### src/rtl/thermostat_pkg.sv
// Shared constants for the thermostat controller: mode encoding and default counter width.
package thermostat_pkg;

    localparam logic MODE_COOL = 1'b0;
    localparam logic MODE_HEAT = 1'b1;

    localparam int CNT_W_DEFAULT = 16;

endpackage : thermostat_pkg

### src/rtl/thermostat_sat_counter.sv
// Up-counter with enable and synchronous reset that sticks at all-ones instead of wrapping.
module thermostat_sat_counter
    import thermostat_pkg::*;
#(
    parameter int W = CNT_W_DEFAULT
) (
    input  logic         clk,
    input  logic         reset,
    input  logic         en,
    output logic [W-1:0] count
);

    logic [W-1:0] count_r;
    logic [W-1:0] count_nxt_s;
    logic         at_max_s;

    // Next value: advance only when enabled and not already saturated.
    always_comb begin
        count_nxt_s = count_r;
        at_max_s    = (count_r == {W{1'b1}});
        if (en && !at_max_s) begin
            count_nxt_s = count_r + W'(1'b1);
        end else begin
            count_nxt_s = count_r;
        end
    end

    // Counter register with synchronous clear.
    always_ff @(posedge clk) begin
        if (reset) begin
            count_r <= {W{1'b0}};
        end else begin
            count_r <= count_nxt_s;
        end
    end

    assign count = count_r;

endmodule : thermostat_sat_counter

### src/rtl/thermostat_ctrl.sv
// Thermostat controller: decodes mode/sensor flags into heater, aircon and fan drives, plus run-time stats.
// Define THERMOSTAT_OUTREG_EN to register the drive outputs (1-cycle latency, cleared by reset).
module thermostat_ctrl
    import thermostat_pkg::*;
#(
    parameter int CNT_W = CNT_W_DEFAULT
) (
    input  logic             clk,
    input  logic             reset,
    input  logic             mode,
    input  logic             too_cold,
    input  logic             too_hot,
    input  logic             fan_on,
    output logic             heater,
    output logic             aircon,
    output logic             fan,
    output logic [CNT_W-1:0] heat_cycles,
    output logic [CNT_W-1:0] cool_cycles,
    output logic             sensor_fault
);

    logic heater_s;
    logic aircon_s;
    logic fan_s;
    logic sensor_fault_r;

    // Only the active mode's flag can call for conditioning, so heater and aircon are exclusive.
    always_comb begin
        heater_s = 1'b0;
        aircon_s = 1'b0;
        if (mode == MODE_HEAT) begin
            heater_s = too_cold;
            aircon_s = 1'b0;
        end else begin
            heater_s = 1'b0;
            aircon_s = too_hot;
        end
        fan_s = heater_s | aircon_s | fan_on;
    end

`ifdef THERMOSTAT_OUTREG_EN
    logic heater_r;
    logic aircon_r;
    logic fan_r;

    // Registered drive stage.
    always_ff @(posedge clk) begin
        if (reset) begin
            heater_r <= 1'b0;
            aircon_r <= 1'b0;
            fan_r    <= 1'b0;
        end else begin
            heater_r <= heater_s;
            aircon_r <= aircon_s;
            fan_r    <= fan_s;
        end
    end

    assign heater = heater_r;
    assign aircon = aircon_r;
    assign fan    = fan_r;
`else
    assign heater = heater_s;
    assign aircon = aircon_s;
    assign fan    = fan_s;
`endif

    // Statistics count whatever is actually presented to the actuators.
    thermostat_sat_counter #(.W(CNT_W)) u_heat_cnt (
        .clk   (clk),
        .reset (reset),
        .en    (heater),
        .count (heat_cycles)
    );

    thermostat_sat_counter #(.W(CNT_W)) u_cool_cnt (
        .clk   (clk),
        .reset (reset),
        .en    (aircon),
        .count (cool_cycles)
    );

    // Sticky fault on contradictory sensor flags; reset takes priority over a same-edge set.
    always_ff @(posedge clk) begin
        if (reset) begin
            sensor_fault_r <= 1'b0;
        end else if (too_cold && too_hot) begin
            sensor_fault_r <= 1'b1;
        end else begin
            sensor_fault_r <= sensor_fault_r;
        end
    end

    assign sensor_fault = sensor_fault_r;

endmodule : thermostat_ctrl

### config.mk
export PLATFORM = sky130hd
export DESIGN_NAME = thermostat_ctrl
export DESIGN_NICKNAME = d
export VERILOG_FILES = /design/src/rtl/thermostat_pkg.sv /design/src/rtl/thermostat_sat_counter.sv /design/src/rtl/thermostat_ctrl.sv
export SDC_FILE = /design/constraint.sdc
export NUM_CORES = 1
export LEC_CHECK = 0
export BUFFER_PORTS_ARGS = -buffer_cell sky130_fd_sc_hd__buf_2
export CORE_ASPECT_RATIO = 0.9
export CORE_MARGIN = 2
export CORE_UTILIZATION = 39
export DETAILED_ROUTE_END_ITERATION = 6
export SETUP_SLACK_MARGIN = 0.4
export SLEW_MARGIN = 40
export SYNTH_ARGS = -nofsm -noshare
export SYNTH_HDL_FRONTEND = slang
export SYNTH_SLANG_ARGS = --single-unit
### constraint.sdc
create_clock -name clk -period 2.4 [get_ports clk]
set_clock_uncertainty 0.1 [all_clocks]
set_input_delay 0.36 -clock clk [delete_from_list [all_inputs] [get_ports clk]]
set_output_delay 0.36 -clock clk [all_outputs]
set_load 0.05 [all_outputs]
---- Word level (Yosys, flattened, before mapping) ----
Cells that the tools add are included.
cells by class
  add/subtract/negate cells ............... 2
  $mul .................................... 0
  div/mod/pow operators ................... 0
  order comparisons ....................... 0
  equality and inequality tests ........... 2
  shifts and indexed selects .............. 0
  multiplexer cells ....................... 2
  bitwise gates (word level) .............. 2
  reduce and logical (&&, ||, !) cells .... 5
operators with widths
  operator               count
  $add 16x1->16 const B  2
  $eq 16x16->1 const B   2
  $logic_and 1x1->1      3
  $logic_not 1->1        2
  $mux 1                 2
  $or 1x1->1             2
storage, ports and cells
  flip-flop bits (word level) ............. 33
  bits in latches ......................... 0
  memory bits (writable) .................. 0
  bits in read-only memories .............. 0
  input bits .............................. 6
  output and inout bits ................... 36
  logic and storage cells ................. 16
  memories kept ........................... 0

---- Logic depth before layout (Yosys ltp) ----
Gate-level depths: netlist of the first run.
  depth in word-level cells ............... 3
  gate-level depth with buffers ........... 6
  gate-level depth less buffers ........... 5

---- Hierarchy ----
Synthesis of the first run repeated with hierarchy kept, for this count alone.
second synthesis, totals
  cell total of the unflattened synthesis .. 198
  area, all modules ....................... 1714.1 um^2
by module, submodules not included
  module                  instances  cells each  area an instance (um^2)  seq. area each (um^2)
  thermostat_sat_counter  2          96          833.3                    320.3
  thermostat_ctrl         1          6           47.5                     20.0

---- Worst setup path before layout of the first run ----
OpenSTA, ideal clock, no wires.
  kind .................................... register to register
  from .................................... register u_heat_cnt.count_r[1] (netlist: u_heat_cnt.count[1])
  to ...................................... register u_heat_cnt.count_r[1] (netlist: u_heat_cnt.count[1])
  library setup time ...................... 0.115 ns
  arrival ................................. 2.023 ns
  data required time ...................... 2.185 ns
  setup slack ............................. 0.162 ns
  stages on the path, launching flop included .. 7
  buffers on the path ..................... 1
  period minus slack after synthesis ...... 2.238 ns
  cell sequence ........................... dfxtp_1 ha_1 nand3_2 nor4_1 clkbuf_1 nor3b_1 o21ba_2
on the way
  word-level cells in the longest chain between the ends .. 3
  elaborated cells between the ends (all ways) .. 4
  those cells by class .................... 1 x add/sub; 1 x eq/ne; 2 x reduce/logical
RTL lines
  element                                                                line                          source
  from (decl)                                                            thermostat_sat_counter.sv:13  logic [W-1:0] count_r;
  from (signal assigned)                                                 thermostat_sat_counter.sv:31  count_r <= {W{1'b0}};
  from (signal assigned)                                                 thermostat_sat_counter.sv:33  count_r <= count_nxt_s;
  parallel branches: the longest is 3 deep, another holds $add 16x1->16  n/a
Parallel ways; which one is timed is not known.
A chain may end at the register's enable or synchronous reset.

---- Final worst setup path of the first run ----
  from .................................... input port mode
  to ...................................... output port fan
on the way
  word-level cells in the longest chain between the ends .. 3
  elaborated cells between the ends (all ways) .. 4
  those cells by class .................... 2 x mux; 2 x bitwise
RTL lines
  element                     line                   source
  from (decl)                 thermostat_ctrl.sv:10  input logic mode,
  $mux 1                      thermostat_ctrl.sv:31  if (mode == MODE_HEAT) begin
  $or 1x1->1 * (2 in series)  thermostat_ctrl.sv:38  fan_s = heater_s | aircon_s | fan_on;
  to (decl)                   thermostat_ctrl.sv:16  output logic fan,
Mark *: on every way between the ends. The rest lies on a longest branch, timed or not.

==> results of run 1 <==
routing by layer:
metal	GRT usage	share of wire	vias to the layer above
li1	-	-	905
met1	0.274	0.53	804
met2	0.221	0.40	55
met3	0.0463	0.052	9
met4	0.0692	0.016	0
met5	0	0	-
cell type report:
type	count	area, sq um	area share
clock inverter	1	5.00	0.00223
tap	62	77.6	0.0346
inverter	7	27.5	0.0123
clock buffer	7	96.3	0.0430
sequential	33	694	0.310
timing repair buffer	51	280	0.125
multi-input combinational	161	1060	0.473
flip-flops by register name, summed over array words and instances, names as in the netlist:
| signal | flops |
|---|---|
| u_cool_cnt.count | 16 |
| u_heat_cnt.count | 16 |
| sensor_fault | 1 |
through the flow:
step / util / setup slack (ns) / std cells
global placement: 0.475 / 0.482 / 311
finish: 0.512 / 0.503 / 322
CTS: 0.498 / 0.463 / 319
detailed placement: 0.475 / 0.425 / 311
global route: 0.512 / 0.400 / 322
floorplan: - / 0.406 / 208
cells by family (layout without fill, tap and decap cells):
family,after synthesis,in the layout
buffers and inverters,14,66
flip-flops,33,33
adder cells (fa/ha/maj),2,2
AO/OA/AOI/OAI,49,49
AND/OR/NAND/NOR,103,103
XOR/XNOR,1,1
multiplexers,6,6
synthesized netlist by cell type (all sizes together) (3+ instances only):
master,count
a21oi,22
and3,4
and4,3
clkbuf,6
dfxtp,33
inv,6
mux2,3
mux2i,3
nand2,13
nand2b,4
nand3,6
nand4,14
nor2,14
nor3,9
nor4,9
o21ai,10
o31ai,9
or3,9
or4,10
path summary, 6_finish.rpt:
path | start | slack, ns | cells after the start | end
worst max-delay path | mode | 0.50 | 5 | fan
worst min-delay path | too_cold | 0.22 | 3 | sensor_fault
worst max register to register | u_cool_cnt.count[0] | 0.52 | 5 | u_cool_cnt.count[12]
worst min register to register | u_cool_cnt.count[15] | 0.37 | 1 | u_cool_cnt.count[15]
what timing repair did:
action	CTS	global route
setup endpoints to repair	0	8
hold buffers	0	0
buffers inserted	0	3
gates resized for setup	0	7
where the power goes:
part | total [W] | internal, W | switching [W]
logic | 0.0000763 | 0.0000217 | 0.0000546
registers | 0.000557 | 0.000551 | 0.00000614
clock network | 0.000465 | 0.000259 | 0.000206
total | 0.00110 | 0.000832 | 0.000267
layout by cell type (no fill, tap or decap), types with 2 or more instances in the layout:
| cell | netlist | layout |
|---|---|---|
| nand4_1 | 12 | 12 |
| clkbuf_8 | 2 | 7 |
| nand4_2 | 2 | 2 |
| or3_1 | 9 | 7 |
| and4_1 | 2 | 2 |
| nand3_1 | 5 | 5 |
| dfxtp_4 | 0 | 2 |
| nor3_1 | 9 | 9 |
| nand2_1 | 13 | 13 |
| or4_1 | 9 | 9 |
| a21oi_1 | 22 | 22 |
| nor4_1 | 8 | 8 |
| buf_2 | 1 | 41 |
| nand2b_1 | 4 | 4 |
| dfxtp_2 | 0 | 21 |
| buf_4 | 0 | 10 |
| nor2b_1 | 2 | 2 |
| clkinv_2 | 0 | 2 |
| inv_1 | 6 | 6 |
| mux2_2 | 3 | 3 |
| mux2i_1 | 3 | 3 |
| nor2_1 | 14 | 14 |
| or3_4 | 0 | 2 |
| o21ai_0 | 10 | 10 |
| o31ai_1 | 9 | 9 |
| dfxtp_1 | 33 | 10 |
| and3_1 | 4 | 4 |
| and4b_1 | 2 | 2 |
critical path: cells and delay by family:
| kind | cells | cell delay (ns) |
|---|---|---|
| buf+inv | 3 | 0.48 |
| simple gates | 2 | 0.59 |
==> impl_metrics.ini, run 1 <==
[outcome]
status = complete, no violations

[critical_path]
cpPeakStageDelay_ns = 0.35
crit_slowest_cell = or3_4
arrival_ns = 1.44
critPathMostFrequentCell = buf_2
path_max_fanout = 9
crit_required_ns = 1.94
critPathLaunchType = primary input
worstSetupEndpointType = primary output
crit_type = primary input to primary output
cp_cell_sequence = buf_2 > nand2b_1 > clkinv_2 > or3_4 > buf_2

[grt]
grt_pass1_vias = 1398
gr-total-overflow = 0
grt_usage = 0.176
grt_pass1_wl_mm = 6.78
antenna_found_initial = 0
grt_max_degree = 28

[routing]
dr_total_vias = 1773
ant_nets = 0
drtIter0Drc = 107
drc = 0
routed_wl_mm = 4.35
vias_per_cell = 5.51
firstDrtPassIters = 4
wire_per_inst_microns = 13.5

[logic_synthesis]
synth_top_area_cell = dfxtp_1
yosysTopAreaCellShare = 0.377
synth_edf_count = 0
synthMuxAreaShare = 0.0364
syn_area_sq_mm = 0.00175
synth_adder_area_share = 0.0143
synth_compound_area_frac = 0.171
synth.area.top_cells = dfxtp_1, a21oi_1, nand4_1
synth.yosys.seq_area_share = 0.377
synth_xor_xnor_area_share = 0.00500
syn-mean-instance-area_sq_um = 8.42
ys_async_sr_fraction = 0
ys.flop_type = dfxtp_1
synth_nets = 216
ys_ff_latch = 33
synth_top_family_by_area = simple AND/OR/NAND/NOR gates
netlist_instances = 208
ys_types = 43
synthSimpleGateAreaFrac = 0.354
yosysWarnings = 0

[clock_network]
cts_sinks = 33
clk_pin_slew_worst_paths_ns = 0.06
numCtsBuffers = 5
htree_num_levels = 2
tritoncts = yes
cts-root-buf = clkbuf_8
clock_latency_ns = 0.29
clk_path_buf_depth = 2

[placement]
place.gp.congestion = 0.793
placed_cell_area_sq_mm = 0.00208
place_hpwl_mm = 3.08
port_buffers = 41

[timing]
fin_crit_sh = 0.790
slew_viol_final = 0
whs_ns = 0.223
worst_slew_pin_slew_ns = 0.517
slew_headroom = 0.655
max_freq_mhz = 527
setup_viol = 0
hold_violations = 0
setup_tns_ns = 0
rsz0062_at_grt = false
layout_min_cycle_time_ns = 1.90

[cells_and_area]
diodes = 0
stdcell_area_sq_mm = 0.00224
syn2layout_area_growth_pct = 27.9
drive_above_1_share = 0.385
fin_nets = 267
fill_cells = 461

[floorplan]
fp.dieH_microns = 67.6
rows = 23
initial_core_util = 0.400
core_sq_mm = 0.00437
pin_count = 42
die_x_microns = 74.6
die-area_sq_mm = 0.00504

[flow_run]
drv_cap = 0

[pwr]
peakVddDrop_mv = 0.238
p_leak_nw = 0.854
power_w = 0.00110
powerDensity_mw_per_mm2 = 490

[worst_hold_path]
hold_class = primary input to register
No activity file was read; power rests on OpenSTA's default activity.
==> run 2: changes to the inputs <==
--- a/config.mk
+++ b/config.mk
@@ -5,6 +5,7 @@
 export SDC_FILE = /design/constraint.sdc
 export NUM_CORES = 1
 export LEC_CHECK = 0
+export ABC_AREA = 1
 export BUFFER_PORTS_ARGS = -buffer_cell sky130_fd_sc_hd__buf_2
 export CORE_ASPECT_RATIO = 0.9
 export CORE_MARGIN = 2
==> constraint.sdc (replaced) <==
create_clock -name clk -period 1.72 [get_ports clk]
set_clock_uncertainty 0.1 [all_clocks]
set_input_delay 0.258 -clock clk [delete_from_list [all_inputs] [get_ports clk]]
set_output_delay 0.258 -clock clk [all_outputs]
set_load 0.05 [all_outputs]
==> run 2 against run 1 <==
Effect of this change: first-iteration DRC count decreased by 15%; core utilization up 9.3 points; die area increased by 9.6%; non-clock buffer count up 3; sequential power rose by 34%; combinational power increased by 130%; total power rose by 40%; critical endpoint is now u_cool_cnt.count[1]; largest cell class unchanged.
==> impl_metrics.ini, run 2 <==
[outcome]
status = complete, no violations

[critical_path]
crit_slowest_cell = dfxtp_4
cp_cell_sequence = ha_4 > inv_4 > nor2_4 > nand4_4 > buf_12 > nand3b_1 > nand2_1 > nor2_1
crit_type = register to register
arrival_ns = 1.55
cpPeakStageDelay_ns = 0.37
critPathLaunchType = register
path_max_fanout = 10
critPathTopFamily = simple AND/OR/NAND/NOR gates
path_buf_inv = 2
crit_required_ns = 1.84
worstSetupEndpointType = register

[timing]
fin_crit_sh = 0.834
worst_slew_pin_slew_ns = 0.348
slew_headroom = 0.766
whs_ns = 0.150
hold_violations = 0
slew_viol_final = 0
setup_viol = 0
rsz0062_at_grt = true
setup_tns_ns = 0
max_freq_mhz = 697
layout_min_cycle_time_ns = 1.43

[floorplan]
pin_count = 42
initial_core_util = 0.402
core_sq_mm = 0.00480
fp.dieH_microns = 70.7
die-area_sq_mm = 0.00553
rows = 24
die_x_microns = 78.2

[clock_network]
clk_pin_slew_worst_paths_ns = 0.07
clk_path_buf_depth = 2
cts-root-buf = clkbuf_8
cts_sinks = 33
numCtsBuffers = 5
tritoncts = yes
postCtsHoldBufs = 0
clock_latency_ns = 0.29
htree_num_levels = 2

[cells_and_area]
mostFrequentLayoutCells = nand2_1, nor2_1, buf_2, inv_1, dfxtp_4
fin_nets = 374
syn2layout_area_growth_pct = 50.6
fill_cells = 469
stdcell_area_sq_mm = 0.00291
layout.cells.non_filler = 432
diodes = 0
layout_commonest_cell = nand2_1
drive_above_1_share = 0.474

[routing]
top_layer_used = met4
ant_nets = 0
routed_wl_mm = 5.44
wl_met2_mm = 2.36
drc = 0
wire_per_inst_microns = 12.6
m1WireLength_mm = 2.75
wl_met3_microns = 265
drtIter0Drc = 91
vias_per_cell = 4.94
firstDrtPassIters = 4
dr_total_vias = 2135

[grt]
grt_max_degree = 17
gr-total-overflow = 0
antenna_found_initial = 0
grt_pass1_vias = 1762
grt_usage = 0.201
grt_pass1_wl_mm = 8.63

[logic_synthesis]
yosysWarnings = 0
syn_area_sq_mm = 0.00193
synth.yosys.seq_area_share = 0.342
syn-mean-instance-area_sq_um = 6.25
synth.area.top_cells = dfxtp_1, nand2_1, nor2_1
synth_common_cells = nand2_1, nor2_1, dfxtp_1
synth_top_area_cell = dfxtp_1
netlist_instances = 309
ys_ff_latch = 33
yosysTopAreaCellShare = 0.342
ys_async_sr_fraction = 0
ys_types = 23
synth_nets = 317
ys.flop_type = dfxtp_1
synth.most_common_cell = nand2_1
synth_edf_count = 0

[pwr]
p_leak_nw = 1.25
power_frac_comb = 0.112
p_clk_frac = 0.403
powerDensity_mw_per_mm2 = 530
peakVddDrop_mv = 0.599
intPower_w = 0.00112
p_switching_w = 0.000418
sw_frac_of_total = 0.272
p_seq_frac = 0.485

[placement]
placedCellCount = 414
placed_cell_area_sq_mm = 0.00251
place.gp.congestion = 0.837
place_hpwl_mm = 3.87
port_buffers = 41

[worst_hold_path]
hold_class = primary input to register

[flow_run]
drv_cap = 0
==> run 2: cell count changes after synthesis, sizes merged, moves of 9 or more <==
cell / previous run / this run
inv: 6 / 33
nand2: 13 / 90
nand3: 6 / 27
nor2: 14 / 78
nor4: 9 / 0
o31ai: 9 / 0
or3: 9 / 0
or4: 10 / 0
==> run 2: kinds of logic after synthesis <==
logic type | Yosys count | synth area share
AOI/OAI and AO/OA | 26 | 0.0681
xor gates and xnor gates | 1 | 0.00454
adders and majority gates | 2 | 0.0130
buffers and inverters | 38 | 0.0855
DFF | 33 | 0.342
and+or+nand+nor | 209 | 0.487
==> run 2: power groups by stage <==
stage | logic, W | clock network (W) | registers [W]
2_1_floorplan | 0.0000749 | 0 | 0.000797
3_3_place_gp | 0.000141 | 0 | 0.000767
3_5_place_dp | 0.000141 | 0 | 0.000768
4_1_cts | 0.000162 | 0.000639 | 0.000747
5_1_grt | 0.000187 | 0.000667 | 0.000749
6_report | 0.000172 | 0.000620 | 0.000748
==> run 2: worst register-to-register path, delay by kind of cell (launching register included) <==
family	cells	cell delay, ns
fa+ha+maj	1	0.16
buf+inv	2	0.24
flops	1	0.37
simple gates	5	0.49
==> run 2: layout make-up <==
type | count | area (sq um) | area share
Timing Repair Buffer | 54 | 390 | 0.134
Tap cell | 65 | 81.3 | 0.0280
Clock buffer | 8 | 90.1 | 0.0310
Inverter | 34 | 139 | 0.0478
Sequential cell | 33 | 766 | 0.263
Multi-Input combinational cell | 238 | 1440 | 0.495
==> run 2: path summary, 6_finish.rpt <==
path / startpoint / to / slack [ns] / depth (start not counted)
max: u_cool_cnt.count[0] / u_cool_cnt.count[1] / 0.29 / 8
min: reset / u_heat_cnt.count[5] / 0.15 / 2
max reg2reg: u_cool_cnt.count[0] / u_cool_cnt.count[1] / 0.29 / 8
min reg2reg: sensor_fault / sensor_fault / 0.38 / 2
==> run 2: through the flow <==
stage | power (W) | util | setup slack (ns)
after floorplan | 0.000871 | - | 0.268
after global placement | 0.000908 | 0.523 | 0.152
after detailed placement | 0.000909 | 0.523 | 0.144
after CTS | 0.00155 | 0.581 | 0.305
after global routing | 0.00160 | 0.605 | 0.199
final | 0.00154 | 0.605 | 0.286
==> run 2: what timing repair did <==
| item | 4_1_cts | 5_1_grt |
|---|---|---|
| pin swaps | 15 | 10 |
| gates cloned | 1 | 1 |
| setup endpoints to repair | 36 | 41 |
| buffers inserted | 7 | 1 |
| resized for setup | 28 | 30 |
==> run 2: routing by layer <==
| layer | GRT usage | vias up |
|---|---|---|
| met5 | 0 | - |
| met4 | 0.0663 | 0 |
| met3 | 0.0510 | 7 |
| met2 | 0.277 | 52 |
| met1 | 0.303 | 983 |
| li1 | - | 1093 |
==> run 3: changes to the inputs <==
--- a/config.mk
+++ b/config.mk
@@ -5,7 +5,7 @@
 export SDC_FILE = /design/constraint.sdc
 export NUM_CORES = 1
 export LEC_CHECK = 0
-export ABC_AREA = 1
+export ABC_AREA = 0
 export BUFFER_PORTS_ARGS = -buffer_cell sky130_fd_sc_hd__buf_2
 export CORE_ASPECT_RATIO = 0.9
 export CORE_MARGIN = 2
==> constraint.sdc (replaced) <==
create_clock -name clk -period 1.5 [get_ports clk]
set_clock_uncertainty 0.1 [all_clocks]
set_input_delay 0.225 -clock clk [delete_from_list [all_inputs] [get_ports clk]]
set_output_delay 0.225 -clock clk [all_outputs]
set_load 0.05 [all_outputs]
==> run 3 against run 2 <==
Effect of this change: the run now ends with setup timing left; sequential share of layout area decreased by 7.5 points; core utilization increased by 34 points; cell area increased by 43%; die area decreased by 8.8%; clock power increased by 12%; cell count decreased by 0.46%; clock-buffer cell count decreased by 2; via count increased by 28%; total power increased by 17%.
==> impl_metrics.ini, run 3 (synthesis results as in run 1) <==
[cells_and_area]
diodes = 0
layout_commonest_cell = buf_4
drive_above_1_share = 0.747
mostFrequentLayoutCells = buf_4, buf_6, buf_8, dfxtp_4, nor2_1
syn2layout_area_growth_pct = 137
fill_cells = 115
seqCellArea_sq_um = 779
layout.cells.non_filler = 430
multiInputGateArea_sq_mm = 0.00148
finish.utilization = 0.948
fin_nets = 375

[pwr]
p_leak_nw = 1.67
sw_frac_of_total = 0.292
powerDensity_mw_per_mm2 = 433
p_clk_frac = 0.388
p_seq_frac = 0.469
p_switching_w = 0.000525
power_frac_comb = 0.144
peakVddDrop_mv = 0.468
intPower_w = 0.00127

[critical_path]
crit_type = register to register
path_max_fanout = 3
critical_path_depth = 9
crit_required_ns = 1.59
arrival_ns = 2.11
crit_slowest_cell = dfxtp_4
worstSetupEndpointType = register
path_buf_inv = 4
cp_cell_sequence = ha_4 > nand4_1 > buf_4 > buf_6 > buf_6 > nor4_4 > buf_4 > mux2i_1 > nor2_1
cpPeakStageDelay_ns = 0.36
critPathLaunchType = register
rr_startpoint = u_cool_cnt.count[0]
rrSetupSlack_ns = -0.52
rr_endpoint = u_cool_cnt.count[10]
critPathTopFamily = buffers and inverters
rr_worst_depth = 9

[flow_run]
drv_cap = 0

[routing]
wire_per_inst_microns = 24.4
vias_per_cell = 6.36
top_layer_used = met4
wl_met2_mm = 5.07
ant_nets = 0
drtIter0Drc = 342
firstDrtPassIters = 5
routed_wl_mm = 10.5
m1WireLength_mm = 3.77
drc = 0
dr_total_vias = 2733
wl_met3_microns = 858

[clock_network]
tritoncts = yes
clock_latency_ns = 0.31
cts_sinks = 33
htree_num_levels = 2
postCtsHoldBufs = 0
clk_path_buf_depth = 2
cts-root-buf = clkbuf_8
clk_pin_slew_worst_paths_ns = 0.07
numCtsBuffers = 5

[grt]
grt_max_degree = 22
grt_usage = 0.289
gr-total-overflow = 0
grt_pass1_vias = 2159
antenna_found_initial = 0
grt_pass1_wl_mm = 10.9

[placement]
placedCellCount = 380
place.gp.congestion = 0.811
port_buffers = 41
place_hpwl_mm = 4.02
place_ws_ns = -0.271

[timing]
slew_viol_final = 0
max_freq_mhz = 495
worst_slew_pin_slew_ns = 0.503
slew_headroom = 0.664
hold_violations = 0
layout_min_cycle_time_ns = 2.02
fin_crit_sh = 1.35
fin_ws_ns = -0.519
setup_viol = 32
setup_tns_ns = -9.01
rsz0062_at_grt = true

[floorplan]
fp.dieH_microns = 67.6
die_x_microns = 74.6
initial_core_util = 0.400
rows = 23
die-area_sq_mm = 0.00504
core_sq_mm = 0.00437
pin_count = 42

[worst_hold_path]
whs_endpoint = sensor_fault
hold_depth = 3
min_from = too_cold
hold_class = primary input to register

[outcome]
status = finished, violations left
violations = setup timing
-- run 3: cell count changes in the layout (fill, tap and decap cells not counted), moves of 22 or more --
cell,before,now
buf_8,2,35
buf_4,10,65
nand2_1,70,10
inv_1,27,5
buf_2,30,3
nor2_1,54,13
buf_6,4,52
-- run 3: worst max path at each step --
| stage | start | to |
|---|---|---|
| 6_report | u_cool_cnt.count[0] | u_cool_cnt.count[10] |
| 3_5_place_dp | mode | u_cool_cnt.count[12] |
| 5_1_grt | u_cool_cnt.count[0] | u_cool_cnt.count[10] |
| 3_3_place_gp | mode | u_cool_cnt.count[13] |
| 4_1_cts | u_cool_cnt.count[0] | u_cool_cnt.count[11] |
| 2_1_floorplan | u_heat_cnt.count[0] | u_heat_cnt.count[11] |
-- run 3: tightest hold or removal path, delay by kind of cell --
family,cells,cell delay (ns)
buffers and inverters,1,0.10
AND/OR/NAND/NOR,1,0.10
AO/OA/AOI/OAI,1,0.08
-- run 3: power groups by stage --
stage | Combinational (W) | Sequential, W | Clock (W)
final | 0.000258 | 0.000842 | 0.000696
after global routing | 0.000266 | 0.000842 | 0.000735
after CTS | 0.000215 | 0.000842 | 0.000670
after detailed placement | 0.000156 | 0.000860 | 0
after global placement | 0.000154 | 0.000860 | 0
after floorplan | 0.0000735 | 0.000887 | 0
-- run 3: area by class of cell --
class                   count  share of cell area
clock buffers               6              0.0175
clock inverters             2             0.00241
inverters                   7             0.00845
multi-input cells         161               0.356
flip-flops and latches     33               0.188
well taps                  62              0.0187
repair buffers            159               0.409
-- run 3: through the flow --
| step | instance area, sq um | total power, W | hold slack [ns] |
|---|---|---|---|
| 2_1_floorplan | 2040 | 0.000960 | 0.266 |
| 3_5_place_dp | 2840 | 0.00102 | 0.370 |
| 5_1_grt | 4150 | 0.00184 | 0.150 |
| 4_1_cts | 3730 | 0.00173 | 0.0615 |
| 3_3_place_gp | 2840 | 0.00101 | 0.362 |
| 6_report | 4150 | 0.00180 | 0.145 |
-- run 3: per-layer routing --
layer	up-vias	GRT usage
li1	1132	-
met1	1301	0.384
met2	219	0.466
met3	81	0.0567
met4	0	0.100
met5	-	0
-- run 3: timing repair --
action	in CTS	in global routing
buffers inserted	20	22
pin swaps	28	28
gates resized for setup	175	56
setup endpoints to repair	68	68
